File: src/rtl/symbol_pack_arb_pkg.sv
// Shared constants and FSM state type for the symbol packing arbiter.
package symbol_pack_arb_pkg;
  localparam int SYM_W = 4;

  typedef enum logic [1:0] {
    IDLE,
    COLLECT,
    OUT
  } state_t;
endpackage

File: src/rtl/symbol_pack_arb_if.sv
// Requester-side and packed-output-side signals of symbol_pack_arb.
interface symbol_pack_arb_if
  import symbol_pack_arb_pkg::*;
#(
  parameter int NREQ       = 4,
  parameter int PQ_SYMBOLS = 8
);
  localparam int CW = $clog2(PQ_SYMBOLS + 1);

  logic                        i_en;
  logic [NREQ-1:0]             i_req_valid;
  logic [NREQ*SYM_W-1:0]       i_req_sym;
  logic [NREQ-1:0]             i_req_last;
  logic [NREQ-1:0]             o_req_ready;
  logic [NREQ-1:0]             o_grant;
  logic [PQ_SYMBOLS*SYM_W-1:0] o_all_symbols_4b;
  logic [CW-1:0]               o_sym_count;
  logic                        o_valid;
  logic                        i_ready;

  modport slave (
    input  i_en, i_req_valid, i_req_sym, i_req_last, i_ready,
    output o_req_ready, o_grant, o_all_symbols_4b, o_sym_count, o_valid
  );

  modport master (
    output i_en, i_req_valid, i_req_sym, i_req_last, i_ready,
    input  o_req_ready, o_grant, o_all_symbols_4b, o_sym_count, o_valid
  );
endinterface

File: src/rtl/symbol_pack_arb_rr_arbiter.sv
// Combinational round-robin selector: first active request above i_ptr wins.
module rr_arbiter #(
  parameter int NREQ = 4,
  parameter int PW   = 2
) (
  input  logic [NREQ-1:0] i_req,
  input  logic [PW-1:0]   i_ptr,
  output logic [NREQ-1:0] o_grant
);
  int unsigned w_k;
  logic        w_found;

  always_comb begin
    o_grant = '0;
    w_found = 1'b0;
    w_k     = 0;
    for (int unsigned i = 1; i <= NREQ; i++) begin
      w_k = (32'(i_ptr) + i) % NREQ;
      if (!w_found && i_req[w_k[PW-1:0]]) begin
        o_grant[w_k[PW-1:0]] = 1'b1;
        w_found              = 1'b1;
      end
    end
  end
endmodule

File: src/rtl/symbol_pack_arb.sv
// Arbitrates NREQ 4-bit symbol streams and packs one owner's burst into a word.
module symbol_pack_arb
  import symbol_pack_arb_pkg::*;
#(
  parameter int NREQ       = 4,
  parameter int PQ_SYMBOLS = 8
) (
  input logic              clk,
  input logic              rst,
  symbol_pack_arb_if.slave bus
);
  localparam int PW = (NREQ > 1) ? $clog2(NREQ) : 1;
  localparam int CW = $clog2(PQ_SYMBOLS + 1);
  localparam int DW = PQ_SYMBOLS * SYM_W;

  state_t          r_state;
  logic [NREQ-1:0] r_grant;
  logic [PW-1:0]   r_idx;
  logic [PW-1:0]   r_ptr;
  logic [CW-1:0]   r_count;
  logic [DW-1:0]   r_data;
  logic            r_valid;

  logic [NREQ-1:0]  w_arb_grant;
  logic [PW-1:0]    w_arb_idx;
  logic [SYM_W-1:0] w_sym;
  logic             w_sym_last;
  logic             w_full;

  rr_arbiter #(
    .NREQ (NREQ),
    .PW   (PW)
  ) u_arb (
    .i_req   (bus.i_req_valid),
    .i_ptr   (r_ptr),
    .o_grant (w_arb_grant)
  );

  always_comb begin
    w_arb_idx = '0;
    for (int unsigned i = 0; i < NREQ; i++) begin
      if (w_arb_grant[i]) w_arb_idx = PW'(i);
    end
  end

  assign w_sym      = bus.i_req_sym[r_idx*SYM_W +: SYM_W];
  assign w_sym_last = bus.i_req_last[r_idx];
  assign w_full     = (r_count == CW'(PQ_SYMBOLS - 1));

  // Word buffer is cleared on arbitration and handshake so unused slots read zero.
  always_ff @(posedge clk) begin
    if (rst) begin
      r_state <= IDLE;
      r_grant <= '0;
      r_idx   <= '0;
      r_ptr   <= PW'(NREQ - 1);
      r_count <= '0;
      r_data  <= '0;
      r_valid <= 1'b0;
    end else if (bus.i_en) begin
      unique case (r_state)
        IDLE: begin
          if (|bus.i_req_valid) begin
            r_grant <= w_arb_grant;
            r_idx   <= w_arb_idx;
            r_count <= '0;
            r_data  <= '0;
            r_state <= COLLECT;
          end
        end
        COLLECT: begin
          if (bus.i_req_valid[r_idx]) begin
            for (int unsigned s = 0; s < PQ_SYMBOLS; s++) begin
              if (r_count == CW'(s)) r_data[s*SYM_W +: SYM_W] <= w_sym;
            end
            r_count <= r_count + CW'(1);
            if (w_full || w_sym_last) begin
              r_state <= OUT;
              r_valid <= 1'b1;
            end
          end
        end
        OUT: begin
          if (bus.i_ready) begin
            r_ptr   <= r_idx;
            r_grant <= '0;
            r_count <= '0;
            r_data  <= '0;
            r_valid <= 1'b0;
            r_state <= IDLE;
          end
        end
        default: r_state <= IDLE;
      endcase
    end
  end

  assign bus.o_req_ready      = (r_state == COLLECT && bus.i_en) ? r_grant : '0;
  assign bus.o_grant          = r_grant;
  assign bus.o_all_symbols_4b = r_data;
  assign bus.o_sym_count      = r_count;
  assign bus.o_valid          = r_valid;
endmodule

File: src/flat_wrapper.sv
// flat-port wrapper written by rule: the top's interface ports become plain ports
module symbol_pack_arb_flat import symbol_pack_arb_pkg::*;
#(
  parameter int NREQ       = 4,
  parameter int PQ_SYMBOLS = 8
)
  (clk, rst, bus_i_en, bus_i_req_valid, bus_i_req_sym, bus_i_req_last, bus_i_ready, bus_o_req_ready, bus_o_grant, bus_o_all_symbols_4b, bus_o_sym_count, bus_o_valid);
  symbol_pack_arb_if #(.NREQ(NREQ), .PQ_SYMBOLS(PQ_SYMBOLS)) bus_i ();
  input logic clk;
  input logic rst;
  input wire logic [$bits(bus_i.i_en)-1:0] bus_i_en;
  input wire logic [$bits(bus_i.i_req_valid)-1:0] bus_i_req_valid;
  input wire logic [$bits(bus_i.i_req_sym)-1:0] bus_i_req_sym;
  input wire logic [$bits(bus_i.i_req_last)-1:0] bus_i_req_last;
  input wire logic [$bits(bus_i.i_ready)-1:0] bus_i_ready;
  output wire logic [$bits(bus_i.o_req_ready)-1:0] bus_o_req_ready;
  output wire logic [$bits(bus_i.o_grant)-1:0] bus_o_grant;
  output wire logic [$bits(bus_i.o_all_symbols_4b)-1:0] bus_o_all_symbols_4b;
  output wire logic [$bits(bus_i.o_sym_count)-1:0] bus_o_sym_count;
  output wire logic [$bits(bus_i.o_valid)-1:0] bus_o_valid;
  assign bus_i.i_en = bus_i_en;
  assign bus_i.i_req_valid = bus_i_req_valid;
  assign bus_i.i_req_sym = bus_i_req_sym;
  assign bus_i.i_req_last = bus_i_req_last;
  assign bus_i.i_ready = bus_i_ready;
  assign bus_o_req_ready = bus_i.o_req_ready;
  assign bus_o_grant = bus_i.o_grant;
  assign bus_o_all_symbols_4b = bus_i.o_all_symbols_4b;
  assign bus_o_sym_count = bus_i.o_sym_count;
  assign bus_o_valid = bus_i.o_valid;
  symbol_pack_arb #(.NREQ(NREQ), .PQ_SYMBOLS(PQ_SYMBOLS)) u_core (.clk(clk), .rst(rst), .bus(bus_i));
endmodule
File: config.mk
export PLATFORM = sky130hd
export DESIGN_NAME = symbol_pack_arb_flat
export DESIGN_NICKNAME = d
export VERILOG_FILES = /design/src/rtl/symbol_pack_arb_pkg.sv /design/src/rtl/symbol_pack_arb_if.sv /design/src/rtl/symbol_pack_arb_rr_arbiter.sv /design/src/rtl/symbol_pack_arb.sv /design/src/flat_wrapper.sv
export SDC_FILE = /design/constraint.sdc
export NUM_CORES = 1
export LEC_CHECK = 0
export ABC_AREA = 1
export BUFFER_PORTS_ARGS = -buffer_cell sky130_fd_sc_hd__buf_4
export CORE_MARGIN = 4
export CORE_UTILIZATION = 49
export DETAILED_ROUTE_END_ITERATION = 8
export PLACE_DENSITY = 0.77
export SYNTH_ARGS = -nofsm -noshare
export SYNTH_HDL_FRONTEND = slang
export SYNTH_HIERARCHICAL = 1
export SYNTH_SLANG_ARGS = --single-unit
File: constraint.sdc
create_clock -name clk -period 2.1 [get_ports clk]
set_input_delay 0.105 -clock clk [delete_from_list [all_inputs] [get_ports clk]]
set_output_delay 0.105 -clock clk [all_outputs]
set_load 0.05 [all_outputs]
; Word-level counts from Yosys, hierarchy flattened
; Index checks and enable logic that the tools add are counted.
[word_totals]
reg_bits = 47
in_bits = 28
output_inout_bits = 45
elab_cells = 143
[op_classes]
add_sub_neg = 5
n_lt_le_gt_ge = 9
n_eq_ne = 21
shift = 1
n_mux = 58
bitwise = 3
reduce_logical = 32
[op_table]
columns = operator, count
row1 = 32-bit 2-to-1 mux, 3
row2 = 32-bit case mux with 3 select lines, 1
row3 = 4-bit 2-to-1 mux, 17
row4 = 6-bit AND reduction, 8
row5 = "2-bit by 1-bit != test with 1-bit output, second input constant", 11
row6 = 1-bit 2-to-1 mux, 17
row7 = "4-bit by 3-bit == test with 1-bit output, second input constant", 4
row8 = 16-bit by 5-bit indexed part select with 4-bit output, 1
row9 = "2-bit by 3-bit < comparator with 1-bit output, second input constant", 5
row10 = 5-bit AND reduction, 3
row11 = 1-bit binary-select mux with 2-bit select, 6
row12 = 2-bit 2-to-1 mux, 6
row13 = 4-bit OR, 3
row14 = 4-bit case mux with 3 select lines, 1
row15 = 1-bit demux with 2-bit select, 4
row16 = "4-bit by 2-bit == test with 1-bit output, second input constant", 2
row17 = "2-bit by 1-bit greater-or-equal comparator with 1-bit output, second input constant", 4
row18 = 1-bit logical AND, 8
row19 = 4-bit case mux with 2 select lines, 1
row20 = 2-bit case mux with 3 select lines, 1
row21 = 3-bit AND reduction, 2
row22 = "2-bit by 1-bit adder with 2-bit output, second input constant", 2
row23 = "2-bit adder, second input constant", 2
row24 = "4-bit by 1-bit adder with 4-bit output, second input constant", 1
row25 = other kinds (13), 16

; Longest topological paths before layout
; Gate-level depths: netlist of the first run.
[logic_depth]
word_depth = 16
depth_mapped = 14
mapped_depth_nobuf = 14

; By module
; Netlist of the first run, hierarchy kept.
[modules_own_cells]
columns = mod, n_inst, cells_each, area_each_um2, seq_area_each_um2
row1 = symbol_pack_arb, 1, 416, 2561.2, 940.9
row2 = rr_arbiter, 1, 75, 421.7, 0.0

; Worst setup path before layout of the first run
; Ideal clock, no wire load.
[synth_path]
path_kind = register to register
from = reg u_core.r_ptr[0]
to = reg u_core.r_idx[0]
setup_ps = 115
t_arrival_ps = 1956
t_required_ps = 1985
slack_ps = 29
stages_incl_launch_ff = 15
n_path_buf = 0
synth_period_minus_slack_ps = 2071
cell_sequence = dfxtp_1 inv_2 ha_1 inv_1 nand3_2 nand2_4 nand2_4 nor2_4 nand2_1 nand3_1 inv_1 a21oi_1 nand3_1 nand2_1 nor2_1
[synth_between]
word_cells_on_any_way = 51
cone_classes = 4 x add/sub / 8 x order compare / 26 x mux / 3 x bitwise / 10 x reduce/logical
[synth_lines]
columns = item, line
row1 = "start, declared", symbol_pack_arb.sv:19  ; logic [PW-1:0] r_ptr;
row2 = "start signal, assigned", symbol_pack_arb.sv:56  ; r_ptr <= PW'(NREQ - 1);
row3 = "start signal, assigned", symbol_pack_arb.sv:85  ; r_ptr <= r_idx;
row4 = "parallel branches: the longest is 12 deep, another holds 2-bit by 3-bit < comparator with 1-bit output", -
row5 = 4-bit 2-to-1 mux (*), symbol_pack_arb_rr_arbiter.sv:19  ; if (!w_found && i_req[w_k[PW-1:0]]) begin
row6 = named net u_core.w_arb_grant[2], symbol_pack_arb.sv:24  ; logic [NREQ-1:0] w_arb_grant;
row7 = 2-bit 2-to-1 mux (*) (2 in series), symbol_pack_arb.sv:42  ; if (w_arb_grant[i]) w_arb_idx = PW'(i);
row8 = "end signal, assigned", symbol_pack_arb.sv:65  ; r_idx <= w_arb_idx;
row9 = "end, declared", symbol_pack_arb.sv:18  ; logic [PW-1:0] r_idx;
; Mark *: on every way through the listed nets, which the timed path passes. The select of a mux whose other input is x is not followed.
; A chain may end at the register's enable or synchronous reset.

; Worst setup path after layout of the first run
; Same ends and word-level chain as after synthesis.

==> impl_metrics.yaml, run 1 <==
hold_path:
  hp-class: "in -> reg"
  holdPathStages: 3
  hp-start: "bus_i_ready"
global_route:
  antenna_found_initial: 0
  grt_pass1_vias: 2904
  grtUsageTotal_pct: 20.8
  overflow: 0
  grt_max_degree: 33
  grt_pass1_wl_um: 12800
timing:
  tightest_slew_ns: 0.535
  slew_viol_final: 0
  slew-limit-headroom_pct: 64.3
  finalSetupTns_ns: 0
  skew_ns: 0.00820
  fmax_mhz: 516
  setup_violations: 0
  hold_violations: 0
  rsz0062_at_grt: "false"
  period_needed_ns: 1.94
  timing.final.crit_share_pct: 92.3
logic_synthesis:
  synth_seq_area_share_pct: 31.5
  ys_seq_elements: 47
  yosysWarnings: 6
  ys_types: 25
  syn_area_mm2: 0.00298
  synthCells: 491
  synth.avg_cell_area_um2: 6.08
  synth_nets: 531
die:
  core-area_mm2: 0.00592
  die_h_um: 86.0
  io-pin-count: 73
  dieArea_mm2: 0.00740
  die_width_um: 86.0
  start_util_pct: 50.4
  placementRows: 28
detailed_routing:
  ant_nets: 0
  vias_per_cell: 4.84
  route.detailed.drc: 0
  routed_wl_um: 7430
  first_pass_iters: 4
  num_vias: 3124
  wl_per_cell_um: 11.5
  drt_iter0_drc: 192
pwr:
  power.share.sequential_pct: 33.6
  peakVddDrop_mv: 0.658
  p_comb_share_pct: 49.3
  p_leak_nw: 2.06
  switching_power_mw: 1.59
  p_sw_share_pct: 46.4
  clkPwrFrac_pct: 17.1
  intPower_mw: 1.84
  p_per_area_mw_per_mm2: 916
run:
  maxCapViolCount: 0
critical_path:
  crit_path_end_kind: "register"
  cp_cell_sequence: "inv_2, ha_1, inv_1, nand3_2, nand2_4, nand2_4, nor2_4, nand2_1, nand3_1, inv_1, a21oi_1, nand3_1, nand2_1, nor2_1"
  timing.rr.start: "u_core/r_ptr[0]"
  critPathRequiredTime_ns: 2.30
  r2r_slack_ns: 0.16
  crit_family: "simple AND/OR/NAND/NOR gates"
  cp_slowest_stage_delay_ns: 0.35
  slowest_stage: "dfxtp_1"
  path_max_fanout: 5
  critPathLaunchType: "register"
  ff2ff_path_depth: 14
  criticalPathCategory: "reg -> reg"
  crit_start: "u_core/r_ptr[0]"
  cp.buffers_inverters: 3
  worst-path-stages: 14
  cp.arrival_ns: 2.14
layout:
  diodes: 0
  area_growth_pct: 25.6
  nets: 610
  drive_gt1_share_pct: 22.1
  final_util_pct: 63.3
placed_design:
  dpl.hpwl_um: 5640
  port_buffers: 72
  gp_congestion: 0.822
cts:
  worstSkewPairLatency_ns: 0.30
  cts_buffers: 5
  clock-sinks: 47
  h-tree-depth: 2
  cts_root_buf: "clkbuf_8"
  cts_tree: "done"
  cts_buffer_depth: 2
  path_clk_slew_ns: 0.09
status:
  status: "finished, final reports clean"
## per-layer routing
layer	global-route usage [%]	vias up	wire length (µm)
li1	-	1638	-
met1	26.6	1423	3340
met2	36.2	57	3700
met3	3.65	6	331
met4	4.75	0	58
met5	0	-	0
## flip-flops by register name, indices dropped and copies added, names as in the netlist
| signal | count |
|---|---|
| u_core/r_state | 2 |
| u_core/r_idx | 2 |
| u_core/bus.o_all_symbols_4b | 32 |
| u_core/bus.o_valid | 1 |
| u_core/bus.o_grant | 4 |
| u_core/bus.o_sym_count | 4 |
| u_core/r_ptr | 2 |
## synth_stat cells
cell | count | area (µm²)
a21oi_1 | 15 | 75.1
a21oi_4 | 1 | 16.3
clkinv_1 | 1 | 3.75
nor2_4 | 2 | 22.5
inv_1 | 72 | 270
nor2_1 | 102 | 383
nor2_2 | 3 | 18.8
a21oi_2 | 4 | 35.0
nand2_4 | 5 | 56.3
buf_4 | 1 | 7.51
o211ai_1 | 2 | 15.0
nand3_1 | 48 | 240
nand4_1 | 2 | 12.5
or2_2 | 1 | 6.26
buf_6 | 2 | 22.5
inv_2 | 6 | 22.5
clkbuf_1 | 2 | 7.51
a21boi_0 | 1 | 7.51
o21ai_0 | 9 | 45.0
buf_2 | 6 | 30.0
dfxtp_1 | 47 | 941
ha_1 | 12 | 150
nand2_1 | 133 | 499
nand2_2 | 12 | 75.1
nand3_2 | 2 | 20.0
## cell usage in the layout (no fill, tap or decap)
| master | count |
|---|---|
| a21boi_0 | 1 |
| a21oi_1 | 15 |
| a21oi_2 | 4 |
| a21oi_4 | 1 |
| buf_12 | 1 |
| buf_4 | 81 |
| clkbuf_8 | 6 |
| clkinv_1 | 1 |
| clkinv_4 | 1 |
| clkinvlp_4 | 1 |
| dfxtp_1 | 47 |
| dlygate4sd3_1 | 1 |
| ha_1 | 12 |
| inv_1 | 72 |
| inv_2 | 6 |
| nand2_1 | 133 |
| nand2_2 | 12 |
| nand2_4 | 5 |
| nand3_1 | 48 |
| nand3_2 | 2 |
| nand4_1 | 2 |
| nor2_1 | 102 |
| nor2_2 | 3 |
| nor2_4 | 2 |
| o211ai_1 | 2 |
| o21ai_0 | 9 |
| or2_2 | 1 |
## worst min-delay path, delay by kind of cell
kind | cells | cell delay (ns)
buffers and inverters | 1 | 0.12
AND/OR/NAND/NOR | 1 | 0.17
AO/OA/AOI/OAI | 1 | 0.10
## path summary, 6_finish.rpt
path	endpoint
hold / removal	u_core/r_ptr[0]
hold reg to reg	u_core/bus.o_valid
setup reg to reg	u_core/r_idx[0]
setup / recovery	u_core/r_idx[0]
## power by group through the flow
stage          logic [mW]  registers [mW]  clock network, mW
3_3_place_gp         1.63            1.17                  0
6_report             1.69            1.15              0.586
3_5_place_dp         1.66            1.18                  0
5_1_grt              1.86            1.18              0.638
2_1_floorplan       0.801            1.60                  0
4_1_cts              1.67            1.16              0.600
## logic make-up after synthesis
logic type               share of synthesized area, %
adder cells (fa/ha/maj)                          5.03
AND/OR/NAND/NOR                                  44.7
flip-flops                                       31.5
buffers and inverters                            12.2
AO/OA/AOI/OAI                                    6.50
## stage by stage
stage                     cell area (µm²)  setup WS, ns  std cells  hold WS [ns]  power, mW
after floorplan                      2980        0.0295        491         0.174       2.40
after global placement               3600         0.253        634         0.308       2.80
after detailed placement             3600         0.196        634         0.308       2.83
after CTS                            3710         0.153        643         0.236       3.43
after global routing                 3750       0.00770        646         0.293       3.68
final                                3750         0.161        646         0.253       3.43
## layout make-up
cell class                 instances  area (µm²)
clock buffer                       6        82.6
clock inverter                     2        16.3
fill                             551        2170
inverter                          79         297
multi-input combinational        354        1680
sequential                        47         941
tap                               75        93.8
timing repair buffer              83         638
## repair_timing
| item | in CTS | in global routing |
|---|---|---|
| gates resized for setup | 0 | 0 |
| hold endpoints to repair | 4 | 0 |
| endpoints found under the setup margin | 0 | 1 |
| setup buffers | 0 | 3 |
| hold buffers | 1 | 0 |
Note: power is estimated with default switching activity, not from simulation.
==> run 2: changes to the inputs <==
CORE_ASPECT_RATIO = 1.5   (was not set)
==> run 2 against run 1 <==
  * Critical path depth unchanged
  * Utilization up 0.13 points
  * Combinational power about the same
  * Non-clock buffer count down 1
  * Power down 0.55%
  * Final cell count down 0.77%
  * Sequential power about the same
  * Clock power down 2%
  * Sequential cell count unchanged
  * Wire length up 2.8%
==> impl_metrics.yaml, run 2 (synthesis results as in run 1) <==
status:
  status: "finished, final reports clean"
placed_design:
  port_buffers: 72
  place_inst: 633
  dpl.hpwl_um: 5870
  post_dp_cell_area_mm2: 0.00361
  gp_congestion: 0.899
layout:
  final_util_pct: 63.4
  fin_area_mm2: 0.00372
  drive_gt1_share_pct: 22.0
  largest_reg_flops: 32
  fin_cells: 641
  area_growth_pct: 24.8
  nets: 609
  final_common_cell: "nand2_1"
  diodes: 0
  multiInputGateArea_mm2: 0.00169
  seq_area_um2: 941
  layout_common_cells: "133 x nand2_1, 102 x nor2_1, 81 x buf_4"
  fillers: 568
critical_path:
  path_max_fanout: 5
  crit_path_end_kind: "register"
  cp.arrival_ns: 2.08
  slowest_stage: "dfxtp_1"
  cp_cell_sequence: "inv_2, ha_1, inv_2, nand3_4, nand2_4, nand2_4, nor2_4, nand2_1, nand3_1, inv_1, a21oi_1, nand3_1, nand2_1, nor2_1"
  cp_slowest_stage_delay_ns: 0.35
  critPathRequiredTime_ns: 2.29
  critPathLaunchType: "register"
  criticalPathCategory: "reg -> reg"
pwr:
  p_sw_share_pct: 46.5
  power.share.sequential_pct: 33.6
  p_leak_nw: 2.06
  switching_power_mw: 1.59
  clkPwrFrac_pct: 16.8
  intPower_mw: 1.83
  p_per_area_mw_per_mm2: 916
  peakVddDrop_mv: 0.679
  p_comb_share_pct: 49.6
die:
  placementRows: 34
  dieArea_mm2: 0.00743
  start_util_pct: 50.8
  die_h_um: 104
  io-pin-count: 73
  die_width_um: 71.7
  core-area_mm2: 0.00587
detailed_routing:
  routed_wl_um: 7650
  ant_nets: 0
  num_vias: 3152
  drt_iter0_drc: 131
  route.detailed.drc: 0
  first_pass_iters: 4
  vias_per_cell: 4.92
  wl_per_cell_um: 11.9
timing:
  skew_ns: 0.00542
  finalSetupTns_ns: 0
  period_needed_ns: 1.89
  tightest_slew_ns: 0.793
  fmax_mhz: 529
  timing.final.crit_share_pct: 90.0
  setup_violations: 0
  rsz0062_at_grt: "false"
  slew-limit-headroom_pct: 46.8
  hold_violations: 0
  slew_viol_final: 0
cts:
  cts_buffers: 5
  cts_root_buf: "clkbuf_8"
  path_clk_slew_ns: 0.09
  cts_buffer_depth: 2
  worstSkewPairLatency_ns: 0.30
  clock-sinks: 47
  cts_tree: "done"
  h-tree-depth: 2
  postCtsSetupBuffers: 0
run:
  maxCapViolCount: 0
hold_path:
  hp-class: "in -> reg"
global_route:
  grt_pass1_wl_um: 12900
  grtUsageTotal_pct: 21.2
  grt_pass1_vias: 2946
  overflow: 0
  antenna_found_initial: 0
  grt_max_degree: 27
## run 2: changes by cell type in the layout (fill, tap and decap cells not counted)
cell	delta
buf_12	-1
clkinv_4	-1
clkinvlp_4	-1
inv_1	-1
inv_2	+1
inv_6	+1
nand3_2	-1
nand3_4	+1
## run 2: worst paths after layout
kind	from	end	slack [ns]	depth (start not counted)
worst max-delay path	u_core/r_ptr[0]	u_core/r_idx[0]	0.21	14
worst min-delay path	bus_i_ready	u_core/r_ptr[1]	0.24	3
worst max register to register	u_core/r_ptr[0]	u_core/r_idx[0]	0.21	14
worst min register to register	u_core/bus.o_valid	u_core/bus.o_valid	0.46	2
## run 2: worst max-delay path, delay by kind of cell, from the launching register on
family	cells	cell delay (ns)
fa+ha+maj	1	0.34
flops	1	0.35
buf+inv	3	0.19
compound gates	1	0.13
simple gates	9	0.78
## run 2: area by class of cell
cell class | instances | share of cell area (%)
well taps | 72 | 2.42
clock buffers | 6 | 2.22
flip-flops and latches | 47 | 25.3
repair buffers | 82 | 16.6
inverters | 79 | 7.97
multi-input cells | 354 | 45.3
clock inverters | 1 | 0.235
## run 2: power groups by stage
| stage | logic (mW) | registers (mW) | clock network, mW |
|---|---|---|---|
| floorplan | 0.801 | 1.60 | 0 |
| global placement | 1.66 | 1.16 | 0 |
| detailed placement | 1.68 | 1.17 | 0 |
| CTS | 1.69 | 1.15 | 0.591 |
| global route | 1.87 | 1.17 | 0.620 |
| finish | 1.69 | 1.15 | 0.572 |
## run 2: timing repair
action / in CTS / in global routing
hold endpoints to repair: 4 / 0
gates resized for setup: 0 / 2
hold buffers: 1 / 0
endpoints found under the setup margin: 0 / 1
## run 2: stage by stage
step	hold WS [ns]	worst slack (ns)	total power, mW
2_1_floorplan	0.174	0.0295	2.40
3_3_place_gp	0.306	0.250	2.82
3_5_place_dp	0.308	0.176	2.85
4_1_cts	0.228	0.150	3.43
5_1_grt	0.240	0.00842	3.66
6_report	0.235	0.209	3.41
## run 2: layer usage
layer / global-route usage (%) / share of wire [%] / wire (µm)
met1: 22.8 / 37 / 2850
met2: 39.1 / 55 / 4190
met3: 3.20 / 4.7 / 356
met4: 9.81 / 3.3 / 250
met5: 0 / 0 / 0
